## src/rtl/mux_pkg.sv

```systemverilog
// Shared types and constants for the N:1 stream mux and its helpers.
package mux_pkg;

  // IDLE: no channel owns the output. LOCK: grant_q owns it until last=1.
  typedef enum logic {
    IDLE = 1'b0,
    LOCK = 1'b1
  } state_t;

  localparam logic MODE_FIXED = 1'b0;
  localparam logic MODE_RR    = 1'b1;

endpackage

```

## src/rtl/mux_stream_nto1_rr_pick.sv

```systemverilog
// Rotating priority encoder: first asserted req at or after ptr, wrapping.
// Pure combinational; ptr is expected to be < N_CH.
module rr_pick #(
  parameter  int N_CH  = 4,
  localparam int SEL_W = $clog2(N_CH)
) (
  input  logic [N_CH-1:0]  req,
  input  logic [SEL_W-1:0] ptr,
  output logic [SEL_W-1:0] gnt_idx,
  output logic             gnt_any
);

  logic [N_CH-1:0] rot;
  logic [SEL_W:0]  sum;

  // Rotate req so ptr lands on bit 0, take the lowest set bit, map it back.
  always_comb begin
    rot     = N_CH'({req, req} >> ptr);
    sum     = '0;
    gnt_idx = '0;
    gnt_any = 1'b0;
    for (int j = 0; j < N_CH; j++) begin
      if (!gnt_any && rot[j]) begin
        gnt_any = 1'b1;
        sum     = {1'b0, ptr} + (SEL_W+1)'(j);
        if (sum >= (SEL_W+1)'(N_CH)) sum = sum - (SEL_W+1)'(N_CH);
        gnt_idx = sum[SEL_W-1:0];
      end
    end
  end

endmodule

```

## src/rtl/mux_stream_nto1.sv

```systemverilog
// Registered N:1 valid/ready stream mux with fixed-select or round-robin
// arbitration; a grant is held for a whole packet (until last=1 is taken).
module mux_stream_nto1 import mux_pkg::*; #(
  parameter  int N_CH  = 4,
  parameter  int W     = 8,
  localparam int SEL_W = $clog2(N_CH)
) (
  input  logic              clk,
  input  logic              rst,
  input  logic              mode,
  input  logic [SEL_W-1:0]  sel,
  input  logic [N_CH-1:0]   in_valid,
  input  logic [N_CH*W-1:0] in_data,
  input  logic [N_CH-1:0]   in_last,
  output logic [N_CH-1:0]   in_ready,
  output logic              out_valid,
  output logic [W-1:0]      out_data,
  output logic              out_last,
  output logic [SEL_W-1:0]  out_ch,
  input  logic              out_ready
);

  state_t           state_q, state_d;
  logic [SEL_W-1:0] grant_q, grant_d;
  logic [SEL_W-1:0] rr_ptr_q, rr_ptr_d;
  logic             out_valid_q, out_valid_d;
  logic [W-1:0]     out_data_q, out_data_d;
  logic             out_last_q, out_last_d;
  logic [SEL_W-1:0] out_ch_q, out_ch_d;

  logic [SEL_W-1:0] rr_idx;
  logic             rr_any;
  logic             fix_ok;
  logic [SEL_W-1:0] act;
  logic             act_ok;
  logic             act_v, act_l;
  logic [W-1:0]     act_d;
  logic             can_load;
  logic             xfer;

  rr_pick #(.N_CH(N_CH)) u_rr_pick (
    .req     (in_valid),
    .ptr     (rr_ptr_q),
    .gnt_idx (rr_idx),
    .gnt_any (rr_any)
  );

  // Pick the active channel: the lock owner, else this cycle's candidate.
  // A sel beyond N_CH-1 matches no channel and so yields no candidate.
  always_comb begin
    fix_ok = 1'b0;
    for (int i = 0; i < N_CH; i++)
      if (sel == SEL_W'(i)) fix_ok = in_valid[i];
    if (state_q == LOCK) begin
      act    = grant_q;
      act_ok = 1'b1;
    end else if (mode == MODE_FIXED) begin
      act    = sel;
      act_ok = fix_ok;
    end else begin
      act    = rr_idx;
      act_ok = rr_any;
    end
  end

  assign can_load = !out_valid_q || out_ready;

  // Route ready to the active channel only and gather its beat.
  always_comb begin
    in_ready = '0;
    act_v    = 1'b0;
    act_l    = 1'b0;
    act_d    = '0;
    for (int i = 0; i < N_CH; i++) begin
      if (act == SEL_W'(i)) begin
        act_v = in_valid[i];
        act_l = in_last[i];
        act_d = in_data[i*W +: W];
        if (act_ok && can_load && !rst) in_ready[i] = 1'b1;
      end
    end
  end

  assign xfer = act_ok && act_v && can_load && !rst;

  // Next-state: load output on a transfer, drop valid when drained, and
  // track packet ownership plus the round-robin pointer on packet ends.
  always_comb begin
    state_d     = state_q;
    grant_d     = grant_q;
    rr_ptr_d    = rr_ptr_q;
    out_valid_d = out_valid_q;
    out_data_d  = out_data_q;
    out_last_d  = out_last_q;
    out_ch_d    = out_ch_q;
    if (xfer) begin
      out_valid_d = 1'b1;
      out_data_d  = act_d;
      out_last_d  = act_l;
      out_ch_d    = act;
      if (act_l) begin
        state_d = IDLE;
        if (act == SEL_W'(N_CH-1)) rr_ptr_d = '0;
        else                       rr_ptr_d = act + 1'b1;
      end else if (state_q == IDLE) begin
        state_d = LOCK;
        grant_d = act;
      end
    end else if (out_valid_q && out_ready) begin
      out_valid_d = 1'b0;
    end
  end

  // State and output registers; reset wins over any in-flight packet.
  always_ff @(posedge clk) begin
    if (rst) begin
      state_q     <= IDLE;
      grant_q     <= '0;
      rr_ptr_q    <= '0;
      out_valid_q <= 1'b0;
      out_data_q  <= '0;
      out_last_q  <= 1'b0;
      out_ch_q    <= '0;
    end else begin
      state_q     <= state_d;
      grant_q     <= grant_d;
      rr_ptr_q    <= rr_ptr_d;
      out_valid_q <= out_valid_d;
      out_data_q  <= out_data_d;
      out_last_q  <= out_last_d;
      out_ch_q    <= out_ch_d;
    end
  end

  assign out_valid = out_valid_q;
  assign out_data  = out_data_q;
  assign out_last  = out_last_q;
  assign out_ch    = out_ch_q;

endmodule

```

## config.mk

```make
export PLATFORM = sky130hd
export DESIGN_NAME = mux_stream_nto1
export DESIGN_NICKNAME = d
export VERILOG_FILES = /design/src/rtl/mux_pkg.sv /design/src/rtl/mux_stream_nto1_rr_pick.sv /design/src/rtl/mux_stream_nto1.sv
export SDC_FILE = /design/constraint.sdc
export NUM_CORES = 1
export LEC_CHECK = 0
export ABC_AREA = 1
export CAP_MARGIN = 40
export CORE_MARGIN = 1.5
export CORE_UTILIZATION = 33
export CTS_CLUSTER_DIAMETER = 50
export DETAILED_ROUTE_END_ITERATION = 7
export PLACE_DENSITY = 0.68
export SLEW_MARGIN = 15
export SYNTH_ARGS = -nofsm -noshare
export SYNTH_HDL_FRONTEND = slang
export SYNTH_HIERARCHICAL = 1
export SYNTH_SLANG_ARGS = --single-unit
```

## constraint.sdc

```tcl
create_clock -name clk -period 8.3 [get_ports clk]
set_input_delay 1.245 -clock clk [delete_from_list [all_inputs] [get_ports clk]]
set_output_delay 1.245 -clock clk [all_outputs]
set_load 0.005 [all_outputs]
```

==> metrics.csv <==
stage,metric,value,unit
run_status,status,"complete, no violations",
synth,synth_fa_ha_area_share,3.364,%
global_route,grt_pass1_vias,1588,
synth,synth_area,1488,um^2
synth,syn_avg_cell_area,6.023,um^2
synth,synth_seq_cells,17,
route,first_pass_iters,4,
cells_and_area,multiInputGateArea,984.7,um^2
synth,synth_most_common_cell,nand2_1,
route,vias,1690,
route,wl_met1,1.750,mm
route,routed_wirelength,4.023,mm
clocking,htree_levels,1,
hold_path,min_path_type,reg -> reg,
die,dieArea,4920,um^2
hold_path,hold_path_depth,2,
synth,yosysUniqueCellTypes,28,
clocking,root_buffer,clkbuf_8,
power,power_frac_seq,22.1,%
timing,final.setup.tns,0,ns
die,ioPinCount,62,
synth,synthCells,247,
clocking,worstSkewPairLatency,0.25,ns
clocking,cts_buffers,3,
global_route,grt_pass1_wl,6.720,mm
route,wl_per_cell,11.36,um
timing,worstMarginPinSlew,0.5525,ns
timing,relSlewSlack,63.06,%
clocking,clk_pin_slew,0.06,ns
route,drt_first_iter_violations,67,
worst_setup_path,reg2reg_to,rr_ptr_q[1],
synth,ys_seq_area_share,22.88,%
worst_setup_path,reg2reg_from,rr_ptr_q[0],
worst_setup_path,crit_fanout,19,
synth,syn_nets,297,
power,switching_share,48.54,%
route,postRouteAntennaNets,0,
timing,skew,0.007333,ns
clocking,postCtsSetupRepairBufs,0,
power,comb_power_share,66.5,%
die,die_h,70.14,um
synth,synthArstFlopShare,0,%
route,wl_met2,1.913,mm
clocking,post_cts_resized,0,
cells_and_area,layout-drive-gt1-share,9.934,%
die,rows,24,
cells_and_area,area_growth,44.32,%
synth,synth_top_area_cell,dfxtp_1,
global_route,antenna_found_initial,0,
placement,port_buffers,61,
timing,finalCritPeriodShare,67.55,%
global_route,gr-usage-all-layers,16.41,%
timing,period_needed,5.606,ns
timing,rsz0062_at_grt,false,
worst_setup_path,r2r_slack,4.58,ns
route,routed_via_density,4.774,
synth,yosys.area_share.simple,46.68,%
power,clkPwrFrac,11.4,%
timing,fmax,178.4,MHz
synth,synthXorXnorAreaFrac,0.5887,%
worst_setup_path,critPathKind,in -> out,
worst_setup_path,setup.worst_path.start_class,input port,
route,wl_met3,348,um
power,p_per_area,254.7,nW/um^2
hold_path,hold_end,out_ch[1],
cells_and_area,antennaDiodeCount,0,
clocking,clockBufferDepth,2,
timing,drv_slew,0,
worst_setup_path,cp-end-kind,primary output,
synth,synth_area_leaders,"dfxtp_1 23%, nand2_1 22%, a21oi_1 8.4%",
synth,synth_mux_area_share,0,%
global_route,gr-total-overflow,0,
synth,synth_edf_count,0,
worst_setup_path,cp_data_arrival_time,4.36,ns
cells_and_area,layout.nets,353,
synth,ys.flop_type,dfxtp_1,
worst_setup_path,reg2regPathDepth,20,
power,vdd_drop_max,0.1161,mV
timing,hold_viol_final,0,
job,max_cap_violations,0,
synth,synth_top_family_by_area,simple AND/OR/NAND/NOR gates,
route,routed.top_layer,met4,
placement,gp_congestion,0.8457,
clocking,cts_hold_buf,0,
placement,postPlaceCellArea,2098,um^2
synth,ys_warn_count,6,
timing,setup_viol,0,
power,leakagePower,0.9124,nW
synth,synth_top_area_share,22.88,%
synth,synth_compound_area_share,15.56,%
route,drcViolationCount,0,
worst_setup_path,required,7.05,ns
hold_path,min-delay-start,out_ch[1],
die,die_w,70.14,um
global_route,grt_start_max_net_pins,20,
die,core_area,4354,um^2
power,power.switching,0.2654,mW
clocking,cts.sinks,17,
cells_and_area,design_area,2147,um^2
placement,hpwl,3.260,mm
power,p_int,0.2814,mW
cells_and_area,ff_latch_area,340.3,um^2
die,initial_core_util,34.17,%
clocking,cts_tree,built,
synth,synthTopCellsByCount,"88 x nand2_1, 25 x a21oi_1, 21 x inv_1",
cells_and_area,fill_cells,437,
[per-stage QoR]
stage	total power, mW	std cells	hold slack (ns)	worst slack [ns]	utilization (%)
final	0.5468	354	0.4650	2.694	49.31
after global routing	0.6003	354	0.4815	2.370	49.31
after CTS	0.5482	354	0.4679	2.678	49.31
after detailed placement	0.4857	350	0.4571	2.694	48.19
after global placement	0.4830	350	0.4517	2.773	48.19
after floorplan	0.3809	247	0.4495	4.322	-
[placed cells by master, fill, tap and decap left out, drive strengths merged]
cell type      count
inv               24
clkinvlp           1
o21ai             18
a21oi             26
nand2            101
nand3             16
or2                3
ha                 4
clkbuf             3
nor2              21
nand3b             1
nand4              4
o211ai             1
clkdlybuf4s50     61
xnor2              1
dfxtp             17
[per-layer routing]
layer	up-vias	track usage, %
li1	892	-
met1	745	19.81
met2	51	28.99
met3	2	5.628
met4	0	1.923
met5	-	0
[critical path, cell delays in order]
cell and delay [ns]:
clkdlybuf4s50_1 0.59, inv_1 0.08, nand2_2 0.10, nand2_2 0.07
nand2_1 0.06, nand2_1 0.09, nand3b_1 0.17, nand3_1 0.10
nand2_1 0.05, nand3_1 0.09, o21ai_0 0.19, inv_1 0.16
ha_1 0.49, inv_1 0.21, nor2_1 0.15, clkdlybuf4s50_1 0.53
[cells by family after synthesis]
group           Yosys count
flops                    17
buf+inv                  34
xor+xnor                  1
compound gates           45
simple gates            146
fa+ha+maj                 4
[area by class of cell]
type                            count  area share [%]
Clock buffer                        3           1.923
Clock inverter                      1          0.3497
Inverter                           24           4.545
Multi-Input combinational cell    196           45.86
Sequential cell                    17           15.85
Tap cell                           52           3.030
Timing Repair Buffer               61           28.44
[worst max-delay path by stage]
stage,start,to,slack [ns]
after floorplan,in_valid[2],in_ready[1],4.32
final,in_valid[3],in_ready[3],2.69
after CTS,in_valid[3],in_ready[3],2.68
after global routing,in_valid[1],in_ready[3],2.37
after detailed placement,in_valid[3],in_ready[3],2.69
after global placement,in_valid[3],in_ready[3],2.77
[sequential cells by signal, summed over array words and instances (netlist names)]
| name | count |
|---|---|
| out_data | 8 |
| grant_q | 2 |
| out_ch | 2 |
| rr_ptr_q | 2 |
| out_last | 1 |
| out_valid | 1 |
| state_q | 1 |
[power by group through the flow]
| stage | logic (mW) | clock network, mW | registers [mW] |
|---|---|---|---|
| 3_5_place_dp | 0.363 | 0 | 0.122 |
| 5_1_grt | 0.409 | 0.0672 | 0.124 |
| 2_1_floorplan | 0.266 | 0 | 0.115 |
| 4_1_cts | 0.365 | 0.0628 | 0.121 |
| 6_report | 0.364 | 0.0622 | 0.121 |
| 3_3_place_gp | 0.361 | 0 | 0.122 |
(Power assumes the default switching activity.)
